$ cat config.mk
export PLATFORM = sky130hd
export DESIGN_NAME = core_ctrl
export DESIGN_NICKNAME = d
export VERILOG_FILES = /design/src/rtl/core_pkg.sv /design/src/rtl/ctrl_addr_cnt.sv /design/src/rtl/core_ctrl.sv
export SDC_FILE = /design/constraint.sdc
export NUM_CORES = 1
export LEC_CHECK = 0
export BUFFER_PORTS_ARGS = -buffer_cell sky130_fd_sc_hd__buf_2
export CAP_MARGIN = 20
export CORE_MARGIN = 2
export CORE_UTILIZATION = 50
export DETAILED_ROUTE_END_ITERATION = 8
export MAX_ROUTING_LAYER = met4
export PLACE_DENSITY = 0.75
export SLEW_MARGIN = 20
export SYNTH_ARGS = -nofsm -noshare
export SYNTH_HDL_FRONTEND = slang
export SYNTH_SLANG_ARGS = --single-unit
$ cat constraint.sdc
create_clock -name clk -period 3.92 [get_ports clk]
set_clock_uncertainty 0.15 [all_clocks]
set_input_delay 0.392 -clock clk [delete_from_list [all_inputs] [get_ports clk]]
set_output_delay 0.392 -clock clk [all_outputs]
set_load 0.005 [all_outputs]
$ cat src/rtl/core_pkg.sv
// Shared definitions for the core controller: FSM state encoding, instruction-word
// bit positions and the idle-word builder.
package core_pkg;

    localparam int ADDR_W = 11;
    localparam int CNT_W  = 12;
    localparam int INST_W = 34;

    typedef enum logic [3:0] {
        S_IDLE   = 4'd0,
        S_XLOAD  = 4'd1,
        S_WL0    = 4'd2,
        S_KLOAD  = 4'd3,
        S_KDRAIN = 4'd4,
        S_AL0    = 4'd5,
        S_EXEC   = 4'd6,
        S_OUT    = 4'd7,
        S_DONE   = 4'd8
    } state_t;

    localparam int INST_ACC    = 33;
    localparam int INST_P_CEN  = 32;
    localparam int INST_P_WEN  = 31;
    localparam int INST_P_ADDR = 20;
    localparam int INST_X_CEN  = 19;
    localparam int INST_X_WEN  = 18;
    localparam int INST_X_ADDR = 7;
    localparam int INST_OF_RD  = 6;
    localparam int INST_L0_RD  = 3;
    localparam int INST_L0_WR  = 2;
    localparam int INST_EXEC   = 1;
    localparam int INST_KLOAD  = 0;

    // Memories deselected, no strobes; only the accumulate flag may be set.
    function automatic logic [INST_W-1:0] idle_word(input logic acc);
        logic [INST_W-1:0] w;
        w              = 34'd0;
        w[INST_ACC]    = acc;
        w[INST_P_CEN]  = 1'b1;
        w[INST_P_WEN]  = 1'b1;
        w[INST_X_CEN]  = 1'b1;
        w[INST_X_WEN]  = 1'b1;
        return w;
    endfunction

endpackage

$ cat src/rtl/ctrl_addr_cnt.sv
// Loadable 11-bit wrapping address pointer with a companion transfer count and
// compares of that count against a job-dependent limit.
module ctrl_addr_cnt
    import core_pkg::*;
(
    input  logic              clk,
    input  logic              reset,
    input  logic              load,
    input  logic [ADDR_W-1:0] base,
    input  logic              inc,
    input  logic [CNT_W-1:0]  limit,
    output logic [ADDR_W-1:0] addr,
    output logic              cnt_done,
    output logic              cnt_last
);

    logic [ADDR_W-1:0] addr_r;
    logic [CNT_W-1:0]  count_r;

    // Pointer and count: load restarts at base, inc advances both (address wraps mod 2048).
    always_ff @(posedge clk or negedge reset) begin
        if (!reset) begin
            addr_r  <= 11'd0;
            count_r <= 12'd0;
        end else if (load) begin
            addr_r  <= base;
            count_r <= 12'd0;
        end else if (inc) begin
            addr_r  <= addr_r + 11'd1;
            count_r <= count_r + 12'd1;
        end else begin
            addr_r  <= addr_r;
            count_r <= count_r;
        end
    end

    assign addr     = addr_r;
    assign cnt_done = (count_r == limit);
    assign cnt_last = ((count_r + 12'd1) == limit);

endmodule

$ cat src/rtl/core_ctrl.sv
// Job sequencer for the systolic core: loads xmem from the host stream, feeds L0,
// loads kernels, executes and drains the output FIFO into pmem.
module core_ctrl
    import core_pkg::*;
#(
    parameter int row     = 8,
    parameter int col     = 8,
    parameter int bw      = 4,
    parameter int psum_bw = 16
) (
    input  logic              clk,
    input  logic              reset,
    input  logic              start,
    input  logic [10:0]       num_act,
    input  logic              acc_en,
    input  logic [10:0]       w_base,
    input  logic [10:0]       a_base,
    input  logic [10:0]       p_base,
    input  logic              in_valid,
    output logic              in_ready,
    input  logic [bw*row-1:0] in_data,
    input  logic              ofifo_valid,
    output logic [33:0]       inst,
    output logic [bw*row-1:0] d_xmem,
    output logic              busy,
    output logic              done
);

    if (psum_bw < 2 * bw) begin : g_psum_chk
        $error("core_ctrl: psum_bw narrower than a full product");
    end

    localparam logic [CNT_W-1:0] ROW_C = CNT_W'(row);
    localparam logic [CNT_W-1:0] COL_C = CNT_W'(col);

    state_t            state_r, state_nxt_s;
    logic [10:0]       num_act_r;
    logic              acc_en_r;
    logic [10:0]       w_base_r, a_base_r, p_base_r;
    logic              xphase_r, xphase_nxt_s;
    logic [CNT_W-1:0]  cyc_r, cyc_nxt_s;
    logic              l0_pend_r, l0_pend_nxt_s;
    logic              pm_pend_r, pm_pend_nxt_s;
    logic [CNT_W-1:0]  na_s;
    logic              busy_s;

    logic              x_load_s, x_inc_s, x_done_s, x_last_s;
    logic [10:0]       x_base_s, x_addr_s;
    logic [CNT_W-1:0]  x_limit_s;
    logic              p_load_s, p_inc_s, p_done_s, p_last_s;
    logic [10:0]       p_addr_s;

    logic xm_cen_s, xm_wen_s, pm_cen_s, pm_wen_s;
    logic ofifo_rd_s, l0_rd_s, l0_wr_s, exec_s, kload_s;
    logic [INST_W-1:0] inst_s;

    assign na_s   = {1'b0, num_act_r};
    assign busy_s = (state_r != S_IDLE);

    ctrl_addr_cnt u_xcnt (
        .clk      (clk),
        .reset    (reset),
        .load     (x_load_s),
        .base     (x_base_s),
        .inc      (x_inc_s),
        .limit    (x_limit_s),
        .addr     (x_addr_s),
        .cnt_done (x_done_s),
        .cnt_last (x_last_s)
    );

    ctrl_addr_cnt u_pcnt (
        .clk      (clk),
        .reset    (reset),
        .load     (p_load_s),
        .base     (p_base_r),
        .inc      (p_inc_s),
        .limit    (na_s),
        .addr     (p_addr_s),
        .cnt_done (p_done_s),
        .cnt_last (p_last_s)
    );

    // FSM state, phase/cycle counters and the one-cycle-delayed L0/pmem strobes.
    always_ff @(posedge clk or negedge reset) begin
        if (!reset) begin
            state_r   <= S_IDLE;
            xphase_r  <= 1'b0;
            cyc_r     <= 12'd0;
            l0_pend_r <= 1'b0;
            pm_pend_r <= 1'b0;
        end else begin
            state_r   <= state_nxt_s;
            xphase_r  <= xphase_nxt_s;
            cyc_r     <= cyc_nxt_s;
            l0_pend_r <= l0_pend_nxt_s;
            pm_pend_r <= pm_pend_nxt_s;
        end
    end

    // Job parameters are captured only when a start is accepted from IDLE.
    always_ff @(posedge clk or negedge reset) begin
        if (!reset) begin
            num_act_r <= 11'd0;
            acc_en_r  <= 1'b0;
            w_base_r  <= 11'd0;
            a_base_r  <= 11'd0;
            p_base_r  <= 11'd0;
        end else if ((state_r == S_IDLE) && start) begin
            num_act_r <= num_act;
            acc_en_r  <= acc_en;
            w_base_r  <= w_base;
            a_base_r  <= a_base;
            p_base_r  <= p_base;
        end else begin
            num_act_r <= num_act_r;
            acc_en_r  <= acc_en_r;
            w_base_r  <= w_base_r;
            a_base_r  <= a_base_r;
            p_base_r  <= p_base_r;
        end
    end

    // Next-state, pointer control and per-cycle strobes.
    always_comb begin
        state_nxt_s   = state_r;
        xphase_nxt_s  = xphase_r;
        cyc_nxt_s     = cyc_r;
        l0_pend_nxt_s = 1'b0;
        pm_pend_nxt_s = 1'b0;
        x_load_s      = 1'b0;
        x_base_s      = w_base_r;
        x_inc_s       = 1'b0;
        x_limit_s     = ROW_C;
        p_load_s      = 1'b0;
        p_inc_s       = 1'b0;
        xm_cen_s      = 1'b1;
        xm_wen_s      = 1'b1;
        pm_cen_s      = 1'b1;
        pm_wen_s      = 1'b1;
        ofifo_rd_s    = 1'b0;
        l0_rd_s       = 1'b0;
        l0_wr_s       = 1'b0;
        exec_s        = 1'b0;
        kload_s       = 1'b0;

        case (state_r)
            S_IDLE: begin
                if (start) begin
                    state_nxt_s  = S_XLOAD;
                    x_load_s     = 1'b1;
                    x_base_s     = w_base;
                    xphase_nxt_s = 1'b0;
                end else begin
                    state_nxt_s  = S_IDLE;
                end
            end
            S_XLOAD: begin
                // Weights fill first (row beats), then the pointer is rebased for activations.
                x_limit_s = xphase_r ? na_s : ROW_C;
                if (in_valid) begin
                    xm_cen_s = 1'b0;
                    xm_wen_s = 1'b0;
                    if (x_last_s && (xphase_r || (num_act_r == 11'd0))) begin
                        state_nxt_s  = S_WL0;
                        x_load_s     = 1'b1;
                        x_base_s     = w_base_r;
                        xphase_nxt_s = 1'b0;
                    end else if (x_last_s) begin
                        x_load_s     = 1'b1;
                        x_base_s     = a_base_r;
                        xphase_nxt_s = 1'b1;
                    end else begin
                        x_inc_s      = 1'b1;
                    end
                end else begin
                    x_inc_s = 1'b0;
                end
            end
            S_WL0, S_AL0: begin
                // SRAM data arrives a cycle after the read, so L0 writes trail by one.
                x_limit_s = (state_r == S_WL0) ? ROW_C : na_s;
                l0_wr_s   = l0_pend_r;
                if (!x_done_s) begin
                    xm_cen_s      = 1'b0;
                    x_inc_s       = 1'b1;
                    l0_pend_nxt_s = 1'b1;
                end else begin
                    state_nxt_s   = (state_r == S_WL0) ? S_KLOAD : S_EXEC;
                    cyc_nxt_s     = 12'd0;
                end
            end
            S_KLOAD: begin
                kload_s = 1'b1;
                l0_rd_s = 1'b1;
                if (cyc_r == (ROW_C - 12'd1)) begin
                    state_nxt_s = S_KDRAIN;
                    cyc_nxt_s   = 12'd0;
                end else begin
                    cyc_nxt_s   = cyc_r + 12'd1;
                end
            end
            S_KDRAIN: begin
                if (cyc_r == (COL_C - 12'd1)) begin
                    cyc_nxt_s = 12'd0;
                    if (num_act_r == 11'd0) begin
                        state_nxt_s = S_DONE;
                    end else begin
                        state_nxt_s = S_AL0;
                        x_load_s    = 1'b1;
                        x_base_s    = a_base_r;
                    end
                end else begin
                    cyc_nxt_s = cyc_r + 12'd1;
                end
            end
            S_EXEC: begin
                exec_s  = 1'b1;
                l0_rd_s = 1'b1;
                if (cyc_r == (na_s - 12'd1)) begin
                    state_nxt_s = S_OUT;
                    p_load_s    = 1'b1;
                    cyc_nxt_s   = 12'd0;
                end else begin
                    cyc_nxt_s   = cyc_r + 12'd1;
                end
            end
            S_OUT: begin
                if (ofifo_valid && (cyc_r < na_s)) begin
                    ofifo_rd_s    = 1'b1;
                    cyc_nxt_s     = cyc_r + 12'd1;
                    pm_pend_nxt_s = 1'b1;
                end else begin
                    ofifo_rd_s    = 1'b0;
                end
                if (pm_pend_r && !p_done_s) begin
                    pm_cen_s    = 1'b0;
                    pm_wen_s    = 1'b0;
                    p_inc_s     = 1'b1;
                    state_nxt_s = p_last_s ? S_DONE : S_OUT;
                end else begin
                    p_inc_s     = 1'b0;
                end
            end
            S_DONE: begin
                state_nxt_s = S_IDLE;
            end
            default: begin
                state_nxt_s = S_IDLE;
            end
        endcase
    end

    // Instruction word assembly; addresses are zero whenever the memory is deselected.
    always_comb begin
        inst_s              = idle_word(busy_s ? acc_en_r : 1'b0);
        inst_s[INST_P_CEN]  = pm_cen_s;
        inst_s[INST_P_WEN]  = pm_wen_s;
        inst_s[INST_X_CEN]  = xm_cen_s;
        inst_s[INST_X_WEN]  = xm_wen_s;
        inst_s[INST_OF_RD]  = ofifo_rd_s;
        inst_s[INST_L0_RD]  = l0_rd_s;
        inst_s[INST_L0_WR]  = l0_wr_s;
        inst_s[INST_EXEC]   = exec_s;
        inst_s[INST_KLOAD]  = kload_s;
        if (!pm_cen_s) begin
            inst_s[INST_P_ADDR +: ADDR_W] = p_addr_s;
        end else begin
            inst_s[INST_P_ADDR +: ADDR_W] = 11'd0;
        end
        if (!xm_cen_s) begin
            inst_s[INST_X_ADDR +: ADDR_W] = x_addr_s;
        end else begin
            inst_s[INST_X_ADDR +: ADDR_W] = 11'd0;
        end
    end

    assign inst     = inst_s;
    assign d_xmem   = in_data;
    assign in_ready = (state_r == S_XLOAD);
    assign busy     = busy_s;
    assign done     = (state_r == S_DONE);

endmodule

; Word level (Yosys, flattened, before mapping)
; Cells that the tools add are included.
[totals]
regBits = 110
wordCells = 136
in_bits = 82
out_inout_bits = 69
[op_classes]
n_mux = 72
order_cmp = 1
n_eq_ne = 24
reduce_logical = 19
n_addsub = 6
[ops]
columns = operator, count
row1 = 11-bit 2-to-1 mux, 14
row2 = 12-bit 2-to-1 mux, 8
row3 = 12-bit by 11-bit == test with 1-bit output, 4
row4 = 12-bit case mux with 4 select lines, 1
row5 = 12-bit by 1-bit adder with 12-bit output (second input constant), 3
row6 = 4-bit 2-to-1 mux, 9
row7 = 11-bit case mux with 3 select lines, 1
row8 = 1-bit 2-to-1 mux, 32
row9 = 4-bit case mux with 7 select lines, 1
row10 = 11-bit by 1-bit adder with 11-bit output (second input constant), 2
row11 = 11-bit case mux with 2 select lines, 1
row12 = 4-bit by 3-bit == test with 1-bit output (second input constant), 4
row13 = 2-bit inequality test (second input constant), 8
row14 = 12-bit == test, 1
row15 = 12-bit by 3-bit == test with 1-bit output (second input constant), 1
row16 = 12-bit by 11-bit less-than comparator with 1-bit output, 1
row17 = 11-bit by 1-bit subtractor with 12-bit output (second input constant), 1
row18 = 11-bit logical NOT, 1
row19 = 4-bit by 2-bit == test with 1-bit output (second input constant), 2
row20 = 4-bit nonzero test, 2
row21 = 7-bit AND reduction, 1
row22 = 1-bit case mux with 2 select lines, 3
row23 = 2-bit nonzero test, 3
row24 = 2-bit OR reduction, 3
row25 = 12 further kinds, 15

; Depth between registers and ports, before layout
; Gate-level depths: netlist (run 1).
[logic_depth]
ltp_word = 10
ltp_mapped = 13

; Cells and area by module
; A second synthesis (run 1) with hierarchy kept.
[unflattened]
hier_cells = 896
hier_area_um2 = 7653.6
[by_module_without_submodules]
columns = mod, seq_area_each_um2, cells_each, area_each_um2, instances
row1 = core_ctrl, 1601.5, 539, 4488.1, 1
row2 = ctrl_addr_cnt at u_pcnt, 575.6, 182, 1591.5, 1
row3 = ctrl_addr_cnt at u_xcnt, 575.6, 175, 1574.0, 1

; Worst setup path before layout (run 1)
; Ideal clock, no wire load.
[synth_timing]
path_kind = reg-to-reg
start = reg u_xcnt.count_r[1]
end = reg u_xcnt.addr_r[6] (netlist: u_xcnt.addr[6])
t_arrival_ns = 3.000
path_slack_ns = 0.670
setup_time_ns = 0.099
required_time_ns = 3.671
path_stages_with_launch = 11
n_path_buf = 0
path_cell_list = dfrtp_1 > ha_1 > nand3_1 > nor2_1 > xnor2_1 > a21oi_1 > or4_4 > nor4_4 > mux2_2 > nor3b_1 > a311oi_1
[synth_between]
elab_chain_cells = 7
[synth_lines]
columns = item, line_no
row1 = start: declaration, ctrl_addr_cnt.sv:18  ; logic [CNT_W-1:0] count_r;
row2 = start signal: assignment, ctrl_addr_cnt.sv:30  ; count_r <= count_r + 12'd1;
row3 = start signal: assignment, ctrl_addr_cnt.sv:33  ; count_r <= count_r;
row4 = 12-bit by 1-bit adder with 12-bit output, ctrl_addr_cnt.sv:39  ; assign cnt_last = ((count_r + 12'd1) == limit);
row5 = 12-bit by 11-bit == test with 1-bit output, ctrl_addr_cnt.sv:39
row6 = "11-bit 2-to-1 mux, or another cell as far along", core_ctrl.sv:169  ; end else if (x_last_s) begin
row7 = 11-bit 2-to-1 mux or 1-bit 2-to-1 mux (tied branches), core_ctrl.sv:164  ; if (x_last_s && (xphase_r || (num_act_r == 11'd0))) begin
row8 = 11-bit 2-to-1 mux or 1-bit 2-to-1 mux (tied branches), core_ctrl.sv:161  ; if (in_valid) begin
row9 = "11-bit case mux with 3 select lines, or another cell as far along", core_ctrl.sv:147  ; case (state_r)
row10 = 11-bit 2-to-1 mux or 2-bit nonzero test (tied branches), -
row11 = end signal: assignment, ctrl_addr_cnt.sv:26  ; addr_r <= base;
row12 = end signal: assignment, ctrl_addr_cnt.sv:29  ; addr_r <= addr_r + 11'd1;
row13 = end signal: assignment, ctrl_addr_cnt.sv:32  ; addr_r <= addr_r;
row14 = end: declaration, ctrl_addr_cnt.sv:17  ; logic [ADDR_W-1:0] addr_r;
; Several ways; a longest one is shown, not always the timed one.
; A chain may end at the register's enable or synchronous reset.

; Worst setup path in the final report (run 1)
[layout_timing]
start = reg state_r[3]
end = out inst[17]
[layout_between]
elab_chain_cells = 7
[layout_lines]
columns = item, line_no
row1 = start: declaration, core_ctrl.sv:36  ; state_t state_r, state_nxt_s;
row2 = start signal: assignment, core_ctrl.sv:93  ; state_r <= state_nxt_s;
row3 = 4-bit by 2-bit == test with 1-bit output or 4-bit by 3-bit == test with 1-bit output (tied branches), "core_ctrl.sv:147, core_ctrl.sv:182"
row4 = 11-bit 2-to-1 mux or 2-bit OR reduction (tied branches), "core_ctrl.sv:182, core_ctrl.sv:147"
row5 = 11-bit case mux with 2 select lines, core_ctrl.sv:147
row6 = 12-bit by 11-bit == test with 1-bit output, ctrl_addr_cnt.sv:38  ; assign cnt_done = (count_r == limit);
row7 = 1-bit 2-to-1 mux, core_ctrl.sv:184  ; if (!x_done_s) begin
row8 = 1-bit case mux with 2 select lines (*), core_ctrl.sv:147
row9 = 11-bit 2-to-1 mux (*), core_ctrl.sv:271  ; if (!xm_cen_s) begin
row10 = end: declaration, core_ctrl.sv:23  ; output logic [33:0] inst,
; Every way passes the cells marked *; elsewhere a longest branch is shown, timed or not.

==> metrics, run 1 <==
endpoint required time on the critical path=3.38 ns; internal power=between 3 and 4 mW; crit-path leading delay family=compound AO/OA/AOI/OAI gates; share of flip-flops with an asynchronous set or reset=100%; setup slack at placement=about 0.19 ns; core area=between 0.015 and 0.02 mm2; die height=129 um; last element of the critical path=inst[17]; clock group share of total power=18.5%; setup TNS=0 ns; worst-case setup margin in the final layout=approximately 0.2 ns; r2r endpoint=u_xcnt.addr[7]$_DFFE_PN0P_; cell taking the most area after synthesis=sky130_fd_sc_hd__dfrtp_1; post-synthesis sequential element count=110; actual slew at the worst max-slew pin=roughly 1.1 ns; cell area after placement=a little over 0.008 mm2; largest voltage drop on the vdd net=between 0.0002 and 0.0003 V; via count of the first global-routing pass=between 6000 and 7000; CP Capture Type=output port; global route overflow=0; CTS tree=built; overall global routing resource usage=25.3%; global-route wire length before repair=approximately 33000 um; slowest stage cell on the critical path=sky130_fd_sc_hd__o41ai_1; nets@finish=1068; Final Max Slew Viols=0; post-layout min period=between 3 and 4 ns; path length in cells of the critical path=8; antenna cell count=0; class of the tightest hold or removal check=input port to flip-flop; row cnt=45; synthesized area=between 0.007 and 0.008 mm2; final standard cell utilization of the core=55.5%; total clock buffers created by CTS=9; Seq pwr share=40.2%; static leakage=between 3 and 4 nW; met3 capacity usage during global routing=under 10%; Setup CP Type=flip-flop to output port; crit-path cells=nor2_1, buf_4, nand2_1, o41ai_1, a41oi_1, nand2b_1, and2_1, buf_2; DRT antenna net count=0; instance count along the most critical hold path=3; share of total power consumed by net switching=between 40% and 50%; Setup Viol. Count Final=0; depth of the worst register-to-register path=10; Syn. warnings=0; Buf/Inv on CP=2; initial core utilization=51.3%; number of cells produced by synthesis=between 900 and 1000; overall die width=approximately 130 um; sequential share of the synthesized area=between 30% and 40%; Clock Latency Late Sink=around 0.36 ns; floorplan die area=0.0167 mm2; arrival time reported for the critical path endpoint=approximately 3.2 ns; Tcrit/Tclk final=a little over nine tenths; maximum number of pins on one net before global-route repair=just over 60; net load switching power=2.21 mW; count of H-tree levels built during CTS=3; RSZ-0062 raised after global routing=no; Post CTS Setup Buffer Count=0; run status=complete, no violations; Detail Placement HPWL=14000 um; Highest Clock Rate=~270 MHz; number of enable-type register cells in the synthesized netlist=0; DRC Markers=0; count of vias placed by the detailed router=approximately 6900; non-filler cells in the finished layout=roughly 1200; unique cell type count in the Yosys netlist=approximately 80; I/O pin cnt=approximately 150; Post-Route WL=between 15000 and 20000 um; category of the worst setup path launch point=flip-flop; Global Route met1 Usage=between 30% and 40%; crit-path max cell delay=0.69 ns; Synth area leaders=sky130_fd_sc_hd__dfrtp_1, sky130_fd_sc_hd__nand2_1, sky130_fd_sc_hd__xor2_1, sky130_fd_sc_hd__buf_4, sky130_fd_sc_hd__xnor2_1; leading register cell type out of synthesis=sky130_fd_sc_hd__dfrtp_1; clock tree root buffer cell=sky130_fd_sc_hd__clkbuf_16; buffer depth of the longest clock path=2; Crit. Startpoint=state_r[3]$_DFFE_PN0P_; met2 Track Usage GR=between 30% and 40%; mean instance size in the synthesized netlist=around 8.2 um2; final estimated routing congestion in global placement=roughly 0.93; total number of clock tree sinks=between 100 and 150; count of input and output buffers=84; power density over the cells=between 600 and 700 mW/mm2; DRT iter0 DRCs=612; Max Cap Viol=0; biggest fanout along the worst timing path=12; area share of the largest cell type after synthesis=about a third; Post-Place Cells=about 1200; cell area after layout=about 0.0085 mm2; register-to-register setup slack=0.29 ns; number of antenna violations at the first check in global routing=0; post-detailed-route wirelength per cell=approximately 16 um; final-layout worst hold slack=roughly 0.063 ns; Reg-to-Reg Start=u_xcnt.count_r[0]$_DFFE_PN0P_; mean number of vias per cell=5.84; Final Hold Violating Endpoints=0; combinational share of power=41.3%; multi-input gate area in the final layout=0.00442 mm2; CTS clk-pin slew, worst paths=approximately 0.080 ns; area added between synthesis and finish=8.28%; share of final-layout standard cells stronger than drive strength 1=15.3%; drt pass-1 iters=5; post-layout power=5.24 mW; Sequential cell area=0.00275 mm2; final-layout fill cell count=1420; Worst slew margin=approximately a quarter; layer carrying the most global-route usage=met2
-- registers in the layout, summed over array words and instances, names as in the netlist, 4 cells and up --
signal	cells
u_xcnt.addr	11
u_xcnt.count_r	12
u_pcnt.addr	11
a_base_r	11
num_act_r	11
state_r	4
p_base_r	11
w_base_r	11
cyc_r	12
u_pcnt.count_r	12
-- cells in the mapped netlist, drive strengths merged (22+ instances only) --
cell    instances
nor3           29
xor2           40
clkbuf         35
and3           39
nor2           59
inv            23
dfrtp         110
nand3          33
xnor2          32
a21oi          22
o21ai          54
buf            68
nand2         175
-- routing by layer --
layer | part of all wire [%] | up-vias
li1 | - | 3325
met1 | 45 | 3321
met2 | 47 | 228
met3 | 6.2 | 42
met4 | 2.3 | 0
met5 | 0 | -
-- layout by cell type, fill, tap and decap left out, drive strengths merged, types with 4 or more instances in the layout --
cell     instances
nor3            29
mux2             4
o22ai            8
nand3b           4
nand4           10
o21a             4
and3            39
and4             5
buf            110
a21oi           22
nor4            12
ha              17
o211ai           4
dfrtp          110
a211oi          10
and2            19
o21ai           54
nor2b            9
a21o             4
a31oi            5
nand2          175
nor3b            8
nand2b          10
clkbuf          11
a2111oi          5
nand3           33
mux2i           11
xor2            40
nor2            59
or4              6
a221o            7
a21boi           4
o31ai           10
inv             25
xnor2           32
or3              4
-- kinds of logic (layout without fill, tap and decap cells) --
group           after synthesis  count (layout)  share of synthesized area (%)
simple gates                431             431                           27.5
buf+inv                     127             151                           8.73
fa+ha+maj                    17              17                           2.72
mux                          15              15                           1.98
other cells                   1               2                         0.0479
xor+xnor                     73              73                           8.35
flops                       110             110                           35.2
compound gates              175             175                           15.5
-- tightest hold or removal path, delay by kind of cell --
kind / cells / cell delay [ns]
AND/OR/NAND/NOR: 2 / 0.08
buffers and inverters: 1 / 0.08
-- worst min path at each step --
stage | from | to | slack, ns
6_report | a_base[7] | a_base_r[7]$_DFFE_PN0P_ | 0.06
5_1_grt | a_base[9] | a_base_r[9]$_DFFE_PN0P_ | 0.06
4_1_cts | a_base[7] | a_base_r[7]$_DFFE_PN0P_ | 0.05
3_5_place_dp | a_base_r[7]$_DFFE_PN0P_ | a_base_r[7]$_DFFE_PN0P_ | 0.31
3_3_place_gp | acc_en_r$_DFFE_PN0P_ | acc_en_r$_DFFE_PN0P_ | 0.30
2_1_floorplan | reset | a_base_r[0]$_DFFE_PN0P_ | -0.05
-- cell type report --
type	count	share of cell area [%]
multi-input cells	713	52.1
clock buffers	11	2.86
flip-flops and latches	110	32.5
well taps	211	3.12
inverters	24	1.06
repair buffers	111	7.56
clock inverters	5	0.768
-- power groups by stage --
stage	sequential [mW]	clock, mW	combinational [mW]
finish	2.11	0.969	2.17
CTS	2.09	0.988	2.15
global route	2.18	1.03	2.45
global placement	2.10	0	2.08
detailed placement	2.10	0	2.15
floorplan	1.80	0	1.85
-- repair_timing --
action	CTS	global route
endpoints found under the setup margin	0	12
endpoints found under the hold margin	6	0
gates resized for setup	0	4
hold buffers	1	0
Power figures use the tool's default switching activity.
==> run 2, diff against run 1 <==
Settings changed: CORE_MARGIN 2 to 5.
==> metrics, run 2 (same netlist as run 1, synthesis figures left out) <==
CTS clk-pin slew, worst paths=0.08 ns (about the same); via count of the first global-routing pass=6560 (-0.88%); maximum number of pins on one net before global-route repair=54 (-11%); class of the tightest hold or removal check=input port to flip-flop; Clock Latency Late Sink=0.36 ns (about the same); Setup CP Type=flip-flop to flip-flop; largest registers=cyc_r (12), u_pcnt.count_r (12), u_xcnt.count_r (12); Worst slew margin=33.9% (+7.7 points); RSZ-0062 raised after global routing=no; Post-Route WL=19600 um (+0.15%); global route overflow=0 (unchanged); final standard cell utilization of the core=55.5% (about the same); Final Hold Violating Endpoints=0 (unchanged); final estimated routing congestion in global placement=0.921 (-1.3%); count of vias placed by the detailed router=6809 (-1.5%); count of input and output buffers=84 (unchanged); drt pass-1 iters=7 (+2); buffer depth of the longest clock path=2 (unchanged); core area=0.0153 mm2 (unchanged); clock tree root buffer cell=sky130_fd_sc_hd__clkbuf_16; initial core utilization=51.3% (unchanged); Max Cap Viol=0 (unchanged); run status=complete, no violations; post-layout min period=3.64 ns (-0.0797 ns); category of the worst setup path launch point=flip-flop; overall die width=135 um (+4.6%); area added between synthesis and finish=8.19% (about the same); CP Capture Type=flip-flop; arrival time reported for the critical path endpoint=3.74 ns (+0.56 ns); cell area after layout=0.00847 mm2 (about the same); DRC Markers=0 (unchanged); overall global routing resource usage=22.2% (-3.1 points); Detail Placement HPWL=14300 um (+2.3%); total number of clock tree sinks=110 (unchanged); nets@finish=1073 (+0.47%); global-route wire length before repair=32200 um (-1.4%); DRT iter0 DRCs=648 (+5.9%); count of H-tree levels built during CTS=3 (unchanged); row cnt=45 (unchanged); post-detailed-route wirelength per cell=16.4 um (-0.27%); floorplan die area=0.0183 mm2 (+9.5%); total clock buffers created by CTS=9 (unchanged); post-layout power=5.19 mW (-0.95%); Tcrit/Tclk final=92.9% (-2.0 points); die height=135 um (+4.6%); largest voltage drop on the vdd net=0.000277 V (+5.7%); actual slew at the worst max-slew pin=0.991 ns (-0.110 ns); Highest Clock Rate=274 MHz (+2.2%); DRT antenna net count=0 (unchanged); depth of the worst register-to-register path=10 (unchanged); I/O pin cnt=151 (unchanged); instance count along the most critical hold path=3 (unchanged); setup slack at placement=0.356 ns (+0.165 ns); endpoint required time on the critical path=4.02 ns (+0.64 ns); Final Max Slew Viols=0 (unchanged); top library cells by usage in the layout, fill and taps aside=sky130_fd_sc_hd__nand2_1, sky130_fd_sc_hd__dfrtp_1, sky130_fd_sc_hd__buf_2, sky130_fd_sc_hd__nor2_1, sky130_fd_sc_hd__o21ai_0; biggest fanout along the worst timing path=27 (+15); mean number of vias per cell=5.72 (-2.0%); share of final-layout standard cells stronger than drive strength 1=15.9% (+0.64 points); static leakage=3.89 nW (+0.46%); cell area after placement=0.00816 mm2 (+0.31%); number of antenna violations at the first check in global routing=0 (unchanged); setup TNS=0 ns (unchanged); Setup Viol. Count Final=0 (unchanged); antenna cell count=0 (unchanged); CTS tree=built; power density over the cells=613 mW/mm2 (-0.86%); worst-case setup margin in the final layout=0.277 ns (+0.0797 ns); most common cell after layout, fill and taps aside=sky130_fd_sc_hd__nand2_1
==> run 2: metrics by stage <==
step                hold slack (ns)  std cells
floorplan                   -0.0536        950
global placement              0.302       1173
detailed placement            0.307       1173
CTS                          0.0581       1190
global route                 0.0594       1190
finish                       0.0647       1190
==> run 2: area by class of cell <==
| type | count | area [um2] |
|---|---|---|
| clock buffers | 10 | 239 |
| clock inverters | 6 | 50.0 |
| multi-input cells | 713 | 4410 |
| inverters | 24 | 90.1 |
| repair buffers | 116 | 666 |
| fillers | 1404 | 6790 |
| well taps | 211 | 264 |
| flip-flops and latches | 110 | 2750 |
==> run 2: timing repair <==
item | 4_1_cts | 5_1_grt
buffers inserted | 0 | 0
hold endpoints to repair | 51 | 0
hold buffers | 1 | 0
resized for setup | 0 | 2
endpoints found under the setup margin | 0 | 2
==> run 2: routing by layer <==
layer	up-vias	GRT usage [%]	part of all wire, %
met5	-	-	0
met4	0	5.88	1.2
met3	27	3.91	5.1
met2	190	34.0	47
met1	3257	30.6	46
li1	3335	-	-
==> run 2: worst paths after layout <==
kind | startpoint | endpoint | slack (ns)
worst max-delay path | u_xcnt.count_r[1]$_DFFE_PN0P_ | u_xcnt.count_r[8]$_DFFE_PN0P_ | 0.28
worst min-delay path | p_base[5] | p_base_r[5]$_DFFE_PN0P_ | 0.06
worst max register to register | u_xcnt.count_r[1]$_DFFE_PN0P_ | u_xcnt.count_r[8]$_DFFE_PN0P_ | 0.28
worst min register to register | a_base_r[7]$_DFFE_PN0P_ | a_base_r[7]$_DFFE_PN0P_ | 0.32
max in group asynchronous | reset | cyc_r[6]$_DFFE_PN0P_ | 2.27
min in group asynchronous | reset | u_xcnt.count_r[5]$_DFFE_PN0P_ | 0.46
==> run 2: worst max-delay path, stage by stage, from the launching register on <==
cell and delay, ns:
sky130_fd_sc_hd__dfrtp_1 0.50, sky130_fd_sc_hd__ha_1 0.32, sky130_fd_sc_hd__nand3_1 0.17, sky130_fd_sc_hd__nor2_1 0.22, sky130_fd_sc_hd__xnor2_1 0.16, sky130_fd_sc_hd__a21oi_1 0.09
sky130_fd_sc_hd__or4_4 0.59, sky130_fd_sc_hd__nor3_4 0.37, sky130_fd_sc_hd__o21bai_2 0.38, sky130_fd_sc_hd__and3_1 0.32, sky130_fd_sc_hd__a221o_1 0.26
==> run 2: report_power, final <==
group,internal [mW],switching [mW],total [mW]
Clock,0.460,0.454,0.913
Sequential,1.53,0.558,2.09
Combinational,0.981,1.21,2.19
Total,2.97,2.22,5.19
==> run 3, diff against run 2 <==
Settings changed: CORE_UTILIZATION 50 to 57, PLACE_DENSITY 0.75 to 0.84.
==> metrics, run 3 (same netlist as run 1, synthesis figures left out) <==
largest voltage drop on the vdd net=0.000270 V (-2.5%); overall global routing resource usage=24.6% (+2.4 points); CP Capture Type=flip-flop; top library cells by usage in the layout, fill and taps aside=sky130_fd_sc_hd__nand2_1, sky130_fd_sc_hd__dfrtp_1, sky130_fd_sc_hd__buf_2, sky130_fd_sc_hd__nor2_1, sky130_fd_sc_hd__o21ai_0; drt pass-1 iters=5 (-2); crit-path max cell delay=0.60 ns (about the same); endpoint required time on the critical path=4.00 ns (-0.02 ns); net load switching power=2.24 mW (+0.94%); DRT antenna net count=0 (unchanged); post-layout min period=3.76 ns (+0.113 ns); count of H-tree levels built during CTS=3 (unchanged); global-route wire length before repair=32000 um (-0.83%); slowest stage cell on the critical path=sky130_fd_sc_hd__or4_4; arrival time reported for the critical path endpoint=3.84 ns (+0.10 ns); row cnt=42 (-6.7%); DRC Markers=0 (unchanged); class of the tightest hold or removal check=input port to asynchronous set/reset pin; crit-path leading delay family=simple AND/OR/NAND/NOR gates; count of input and output buffers=84 (unchanged); initial core utilization=58.6% (+7.3 points); largest registers=cyc_r (12), u_pcnt.count_r (12), u_xcnt.count_r (12); Highest Clock Rate=266 MHz (-3.0%); category of the worst setup path launch point=flip-flop; Tcrit/Tclk final=95.8% (+2.9 points); final estimated routing congestion in global placement=0.940 (+2.1%); antenna cell count=0 (unchanged); share of total power consumed by net switching=43.1% (+0.32 points); maximum number of pins on one net before global-route repair=65 (+20%); Max Cap Viol=0 (unchanged); biggest fanout along the worst timing path=13 (-52%); final-layout worst hold slack=-0.0314 ns (-0.0960 ns); Clock Latency Late Sink=0.36 ns (about the same); I/O pin cnt=151 (unchanged); clock group share of total power=17.4% (-0.2 points); final standard cell utilization of the core=63.0% (+7.5 points); CTS tree=built; Detail Route met3 WL=1320 um (+31%); area added between synthesis and finish=7.40%; global route overflow=0 (unchanged); DRT iter0 DRCs=645 (-0.46%); actual slew at the worst max-slew pin=0.861 ns (-0.130 ns); Setup CP Type=flip-flop to flip-flop; total number of clock tree sinks=110 (unchanged); Crit. Startpoint=u_xcnt.count_r[0]$_DFFE_PN0P_; CTS clk-pin slew, worst paths=0.08 ns (about the same); count of vias placed by the detailed router=6977 (+2.5%); Post-Route WL=19500 um (-0.30%); non-filler cells in the finished layout=1152 (-3.2%); routed length on met1=8520 um (-6.3%); core area=0.0133 mm2 (-13%); via count of the first global-routing pass=6554 (-0.091%); Seq pwr share=40.5% (+0.3 points); mean number of vias per cell=6.06 (+5.8%); Detail Placement HPWL=14000 um (-2.7%); cell area after layout=0.00841 mm2 (-0.72%); static leakage=3.88 nW (-0.27%); die height=127 um (-5.9%); Final Hold Violating Endpoints=23 (+23); detailed-routed wire length on met2=9300 um (+0.73%); post-detailed-route wirelength per cell=16.9 um (+3.0%); overall die width=127 um (-5.9%); final-layout fill cell count=1155 (-18%); Reg-to-Reg Start=u_xcnt.count_r[0]$_DFFE_PN0P_; Buf/Inv on CP=0 (unchanged); nets@finish=1070 (-0.28%); violations in the final reports=negative hold slack; Final Max Slew Viols=0 (unchanged); number of antenna violations at the first check in global routing=0 (unchanged); combinational share of power=42.1% (about the same); power density over the cells=619 mW/mm2 (+0.92%); crit-path cells=ha_1, nand3_1, nor2_1, xnor2_1, a21oi_1, or4_4, nor3_4, a21oi_2, a2111oi_0, a31oi_1; share of final-layout standard cells stronger than drive strength 1=15.6% (-0.36 points); setup TNS=0 ns (unchanged); Setup Viol. Count Final=0 (unchanged); total clock buffers created by CTS=9 (unchanged); Worst slew margin=42.6% (+8.7 points); floorplan die area=0.0162 mm2 (-11%); internal power=2.96 mW (-0.36%); cell area after placement=0.00811 mm2 (-0.57%); run status=finished with violations; uppermost layer routed=met4; clock tree root buffer cell=sky130_fd_sc_hd__clkbuf_16; Post-Place Cells=1136 (-3.2%); most common cell after layout, fill and taps aside=sky130_fd_sc_hd__nand2_1; buffer depth of the longest clock path=2 (unchanged)
## run 3: routing by layer
| layer | up-vias | GRT usage (%) |
|---|---|---|
| met2 | 270 | 39.0 |
| met5 | - | - |
| li1 | 3327 | - |
| met4 | 0 | 8.39 |
| met3 | 29 | 3.17 |
| met1 | 3351 | 32.7 |
## run 3: metrics by stage
step,power [mW],setup slack (ns)
after floorplan,3.65,0.670
after global placement,4.17,0.336
after detailed placement,4.26,0.165
after CTS,5.18,0.0781
after global routing,5.56,-0.00649
final,5.20,0.164
## run 3: what timing repair did
action	CTS	global route
gates resized for setup	0	2
buffers inserted	0	0
endpoints found under the setup margin	0	10
hold buffers	0	0
## run 3: area by class of cell
class	count	area (um2)	area share, %
multi-input combinational	713	4410	52.4
sequential	110	2750	32.7
timing repair buffer	113	653	7.77
clock buffer	10	229	2.72
tap	176	220	2.62
inverter	24	90.1	1.07
clock inverter	6	53.8	0.640
## run 3: power by group through the flow
stage	Clock, mW	Combinational, mW	Sequential, mW
after floorplan	0	1.85	1.80
after global placement	0	2.08	2.08
after detailed placement	0	2.16	2.10
after CTS	0.915	2.18	2.08
after global routing	0.957	2.44	2.16
final	0.905	2.19	2.11
## run 3: path summary, 6_finish.rpt
check                                                endpoint  slack [ns]  cells past startpoint
worst max register to register    u_xcnt.addr[10]$_DFFE_PN0P_        0.16                     10
worst min register to register       w_base_r[10]$_DFFE_PN0P_        0.33                      1
worst max-delay path              u_xcnt.addr[10]$_DFFE_PN0P_        0.16                     10
min in group clk                      a_base_r[8]$_DFFE_PN0P_        0.06                      3
worst min-delay path            u_xcnt.count_r[9]$_DFFE_PN0P_       -0.03                      1
max in group asynchronous             w_base_r[6]$_DFFE_PN0P_        2.91                      2
